<file path="config.mk">
export PLATFORM = sky130hd
export DESIGN_NAME = rotleft_seq
export DESIGN_NICKNAME = d
export VERILOG_FILES = /design/src/rtl/rot_pkg.sv /design/src/rtl/rotleft_step.sv /design/src/rtl/rotleft_seq.sv
export SDC_FILE = /design/constraint.sdc
export NUM_CORES = 1
export LEC_CHECK = 0
export ABC_CLOCK_PERIOD_IN_PS = 2300
export BUFFER_PORTS_ARGS = -buffer_cell sky130_fd_sc_hd__buf_2
export CAP_MARGIN = 25
export CORE_MARGIN = 1.5
export CORE_UTILIZATION = 57
export CTS_BUF_LIST = sky130_fd_sc_hd__clkbuf_16
export DETAILED_ROUTE_END_ITERATION = 8
export PLACE_DENSITY = 0.82
export SLEW_MARGIN = 20
export SYNTH_ARGS = -nofsm -noshare
export SYNTH_HDL_FRONTEND = slang
export SYNTH_SLANG_ARGS = --single-unit
</file>
<file path="constraint.sdc">
create_clock -name clk -period 2.3 [get_ports clk]
set_input_delay 0.115 -clock clk [delete_from_list [all_inputs] [get_ports clk]]
set_output_delay 0.115 -clock clk [all_outputs]
set_load 0.05 [all_outputs]
</file>
<file path="src/rtl/rot_pkg.sv">
// Shared definitions for the multi-cycle rotate-left engine: word width, FSM
// encoding and a reference rotate helper.
package rot_pkg;

    localparam int WORD_W     = 32;
    localparam int WORD_AMT_W = $clog2(WORD_W);

    typedef enum logic [1:0] {
        IDLE = 2'd0,
        ROT  = 2'd1,
        HOLD = 2'd2
    } rot_state_t;

    // The doubled word shifted left leaves the rotated word in its upper half.
    function automatic logic [WORD_W-1:0] rotl(input logic [WORD_W-1:0]     word,
                                               input logic [WORD_AMT_W-1:0] n);
        logic [2*WORD_W-1:0] dbl;
        dbl = {word, word} << n;
        return dbl[2*WORD_W-1:WORD_W];
    endfunction

endpackage

</file>
<file path="src/rtl/rotleft_step.sv">
// One binary-weighted rotate stage: rotates word_in left by 2^k when en is set.
// Shared by every step of the sequential engine, so k selects the stage weight.
module rotleft_step
    import rot_pkg::*;
#(
    parameter  int WIDTH = WORD_W,
    localparam int AMT_W = $clog2(WIDTH),
    localparam int K_W   = (AMT_W > 1) ? $clog2(AMT_W) : 1
) (
    input  logic [WIDTH-1:0] word_in,
    input  logic [K_W-1:0]   k,
    input  logic             en,
    output logic [WIDTH-1:0] word_out
);

    always_comb begin
        word_out = word_in;
        for (int i = 0; i < AMT_W; i++) begin
            if (en && (k == K_W'(i))) begin
                word_out = (word_in << (1 << i)) | (word_in >> (WIDTH - (1 << i)));
            end
        end
    end

endmodule

</file>
<file path="src/rtl/rotleft_seq.sv">
// Sequential rotate-left engine: accepts a word and amount, applies one
// power-of-two rotate per clock (amount LSB first), then holds the result.
//
//   state | meaning
//   IDLE  | waiting for a request, in_ready=1
//   ROT   | stepping through amount bits k=0..AMT_W-1, no handshakes
//   HOLD  | result on res, out_valid=1, in_ready follows out_ready
module rotleft_seq
    import rot_pkg::*;
#(
    parameter  int WIDTH = WORD_W,
    localparam int AMT_W = $clog2(WIDTH)
) (
    input  logic             clk,
    input  logic             rst,
    input  logic             in_valid,
    output logic             in_ready,
    input  logic [WIDTH-1:0] inp,
    input  logic [AMT_W-1:0] amt,
    output logic             out_valid,
    input  logic             out_ready,
    output logic [WIDTH-1:0] res
);

    localparam int K_W = (AMT_W > 1) ? $clog2(AMT_W) : 1;
    localparam logic [K_W-1:0] K_LAST = K_W'(AMT_W - 1);

    rot_state_t       state_q, state_d;
    logic [WIDTH-1:0] w_q, w_d;
    logic [AMT_W-1:0] a_q, a_d;
    logic [K_W-1:0]   k_q, k_d;

    logic [WIDTH-1:0] step_word;
    logic             accept;

    rotleft_step #(
        .WIDTH (WIDTH)
    ) u_step (
        .word_in  (w_q),
        .k        (k_q),
        .en       (a_q[k_q]),
        .word_out (step_word)
    );

    // in_ready is the only output with a combinational input dependency.
    assign out_valid = (state_q == HOLD);
    assign in_ready  = (state_q == IDLE) || ((state_q == HOLD) && out_ready);
    assign res       = w_q;
    assign accept    = in_valid && in_ready;

    always_comb begin
        state_d = state_q;
        w_d     = w_q;
        a_d     = a_q;
        k_d     = k_q;
        unique case (state_q)
            IDLE: begin
                if (accept) begin
                    state_d = ROT;
                    w_d     = inp;
                    a_d     = amt;
                    k_d     = '0;
                end
            end
            ROT: begin
                w_d = step_word;
                k_d = k_q + K_W'(1);
                if (k_q == K_LAST) begin
                    state_d = HOLD;
                    k_d     = '0;
                end
            end
            HOLD: begin
                if (out_ready) begin
                    state_d = IDLE;
                end
                // Back-to-back: a new request rides the draining handshake.
                if (accept) begin
                    state_d = ROT;
                    w_d     = inp;
                    a_d     = amt;
                    k_d     = '0;
                end
            end
            default: begin
                state_d = IDLE;
            end
        endcase
    end

    always_ff @(posedge clk) begin
        if (rst) begin
            state_q <= IDLE;
            w_q     <= '0;
            a_q     <= '0;
            k_q     <= '0;
        end else begin
            state_q <= state_d;
            w_q     <= w_d;
            a_q     <= a_d;
            k_q     <= k_d;
        end
    end

endmodule

</file>
==> run summary <==
outcome: finished clean
Worst Path Max Fanout: 25
endpoint kind of the worst setup timing path: flip-flop
count of routing violations after the opening detailed-route iteration: 1060
count of endpoints failing setup in the final report: 0
leakage dissipation: 1.60 nW
register-to-register setup slack: 0.02 ns
EDFF count, synth: 0
final max-slew violation count: 0
DR WL met3: 2360 µm
area taken by flip-flops and latches: 842 µm²
max cap viols: 0
TritonCTS clock tree: built
mapped cell area: 3960 µm²
leading cell types by total area after synthesis: sky130_fd_sc_hd__dfxtp_1 (21%), sky130_fd_sc_hd__a311oi_2 (11%), sky130_fd_sc_hd__o21ai_0 (7.7%)
clock insertion delay at the later pin of the skew report: 0.29 ns
Async S/R FF share, synth: 0%
post-detailed-route DRC marker count: 0
accumulated negative setup slack: 0 ns
number of nets with antenna violations after routing: 0
average detailed-routed wire length per instance: 23.6 µm
clk_skew: 0.00527 ns
met2 wire length: 6510 µm
Power Total: 0.00259 W
required time of the critical path: 2.50 ns
net count after synthesis: 566
highest layer used for signal routing: met4
IO buf count: 74
number of sinks handled by clock tree synthesis: 42
combined area of the multi-input logic cells: 2870 µm²
Seq cells post-synth: 42
height of the die: 86.4 µm
total via count after detailed routing: 4949
clock edge transition at the registers on the reported setup and hold paths: 0.06 ns
share of the clock period used by the worst path after layout: 99.0%
largest net degree at the start of global routing: 67
post-synthesis average cell area: 7.62 µm²
final weighted congestion in routability-driven placement: 0.931
post-route insts no fill: 654
cell area after placement: 4470 µm²
crit path kind: reg -> reg
Max VDD drop: 0.000292 V
Setup crit start kind: flip-flop
most common library cells after synthesis: sky130_fd_sc_hd__o21ai_0 (61), sky130_fd_sc_hd__clkbuf_1 (47), sky130_fd_sc_hd__dfxtp_1 (42)
number of placement rows: 30
global-route wire length before repair: 23400 µm
sequence of cells on the critical path: buf_4 -> inv_1 -> ha_1 -> buf_12 -> and2_2 -> buf_12 -> o21ai_0 -> a22oi_1 -> a311oi_2
core outline area: 6760 µm²
Die W: 86.4 µm
area share of the leading cell type in the synthesized netlist: 21.2%
Final Critical Period: 2.28 ns
Detailed Place HPWL: 9090 µm
Critical path buffers and inverters: 4
share of cells above drive strength 1: 27.2%
post-placement cell count: 642
cell type of the slowest stage on the worst timing path: sky130_fd_sc_hd__dfxtp_1
worst min-delay path category: in -> reg
number of buffers on the longest clock path: 2
iteration count of the initial detailed-routing pass: 7
count of mapped cells out of synthesis: 520
root buf cell: sky130_fd_sc_hd__clkbuf_16
wire length on met1: 5600 µm
number of top-level design ports: 75
total length of routed wires: 15400 µm
antenna violations before repair: 0
die area: 7460 µm²
all-layer global routing usage: 39.4%
cell taking the most area after synthesis: sky130_fd_sc_hd__dfxtp_1
vias in the first global route: 4643
PD cells: 551 nW/µm²
transition time at the pin with the least slew margin: 0.872 ns
starting utilization of the core area: 58.6%
Largest stage delay, worst path: 0.41 ns
# fillers: 550
layout overhead on the synthesized area: 18.8%
H-tree level count: 2
most used cell, CP: sky130_fd_sc_hd__buf_12
YS warnings: 0
detail-routed via count per cell: 7.57
fin nets: 618
Crit path max-delay family: compound AO/OA/AOI/OAI gates
number of buffers added by the clock tree synthesis step: 5
library cell with the highest instance count after synthesis: sky130_fd_sc_hd__o21ai_0
dominant synthesized flop cell: sky130_fd_sc_hd__dfxtp_1
final core utilization: 69.6%
total congestion overflow: 0
worst rel slew slack: 41.8%
data arrival time of the worst path: 2.48 ns
post-synthesis sequential area ratio: 21.2%
Hold Violations, Final: 0
post-layout instance area: 4710 µm²
Unique masters post-synth: 46
Max Clk Rate: 439 MHz
==> worst reg2reg max path: stages (launching register included) <==
cell and delay [ns]:
sky130_fd_sc_hd__dfxtp_1 0.41, sky130_fd_sc_hd__buf_4 0.16, sky130_fd_sc_hd__inv_1 0.06, sky130_fd_sc_hd__ha_1 0.26
sky130_fd_sc_hd__buf_12 0.19, sky130_fd_sc_hd__and2_2 0.24, sky130_fd_sc_hd__buf_12 0.18, sky130_fd_sc_hd__o21ai_0 0.28
sky130_fd_sc_hd__a22oi_1 0.14, sky130_fd_sc_hd__a311oi_2 0.28
==> per-stage QoR <==
step | setup WS (ns) | hold slack (ns)
4_1_cts | 0.00402 | 0.0634
2_1_floorplan | 0.225 | 0.259
3_3_place_gp | -0.148 | 0.349
6_report | 0.0226 | 0.0586
5_1_grt | -0.0400 | 0.0726
3_5_place_dp | -0.00332 | 0.358
==> routing by layer <==
layer | up-vias | track usage, %
met1 | 2264 | 50.6
met4 | 0 | 20.7
met3 | 143 | 11.4
met5 | - | 0
li1 | 2081 | -
met2 | 461 | 59.7
==> worst paths after layout <==
path | startpoint | endpoint | cells after the start
min reg2reg | a_q[3] | a_q[3] | 2
max reg2reg | k_q[0] | res[15] | 9
min | amt[3] | a_q[3] | 3
max | k_q[0] | res[15] | 9
==> timing repair <==
| action | CTS | global route |
|---|---|---|
| hold buffers | 0 | 0 |
| gates resized for setup | 1 | 12 |
| gates cloned | 0 | 2 |
| pin swaps | 0 | 2 |
| setup buffers | 0 | 1 |
| setup endpoints to repair | 2 | 32 |
==> layout make-up <==
cell class / count / area share, %
Inverter: 8 / 0.638
Sequential cell: 42 / 17.9
Clock inverter: 3 / 0.346
Antenna cell: 1 / 0.0532
Clock buffer: 5 / 2.66
Timing Repair Buffer: 103 / 15.3
Multi-Input combinational cell: 412 / 61.0
Tap cell: 80 / 2.13
==> sequential cells by signal, indices dropped and copies added (netlist names) <==
| register | cells |
|---|---|
| a_q | 5 |
| k_q | 3 |
| res | 32 |
| state_q | 2 |
==> layout by cell type (no fill, tap or decap), types with 4 or more instances in the layout <==
cell                        instances
sky130_fd_sc_hd__buf_2             74
sky130_fd_sc_hd__nand2_1           39
sky130_fd_sc_hd__buf_12             8
sky130_fd_sc_hd__nor3_1            31
sky130_fd_sc_hd__o2111ai_1         29
sky130_fd_sc_hd__a21oi_1           11
sky130_fd_sc_hd__a311oi_2          30
sky130_fd_sc_hd__o21ai_0           59
sky130_fd_sc_hd__clkbuf_16          6
sky130_fd_sc_hd__inv_1              6
sky130_fd_sc_hd__ha_1               4
sky130_fd_sc_hd__nand3_1           32
sky130_fd_sc_hd__buf_4             17
sky130_fd_sc_hd__nor2b_1           30
sky130_fd_sc_hd__mux2i_1            6
sky130_fd_sc_hd__dfxtp_1           41
sky130_fd_sc_hd__nand2b_1          30
sky130_fd_sc_hd__a22oi_1           30
sky130_fd_sc_hd__nor2_1            16
sky130_fd_sc_hd__nor3b_1           30
==> kinds of logic after synthesis <==
logic type	synth area share, %
AO/OA/AOI/OAI	37.4
adder cells (fa/ha/maj)	1.58
buffers and inverters	7.33
flip-flops	21.2
multiplexers	2.18
AND/OR/NAND/NOR	30.2
==> report_power, final <==
group          leakage (nW)  internal (W)  switching (W)
clock network        0.0672      0.000397       0.000315
logic                  1.18      0.000318       0.000580
registers             0.348      0.000794       0.000190
Power figures use the tool's default switching activity.
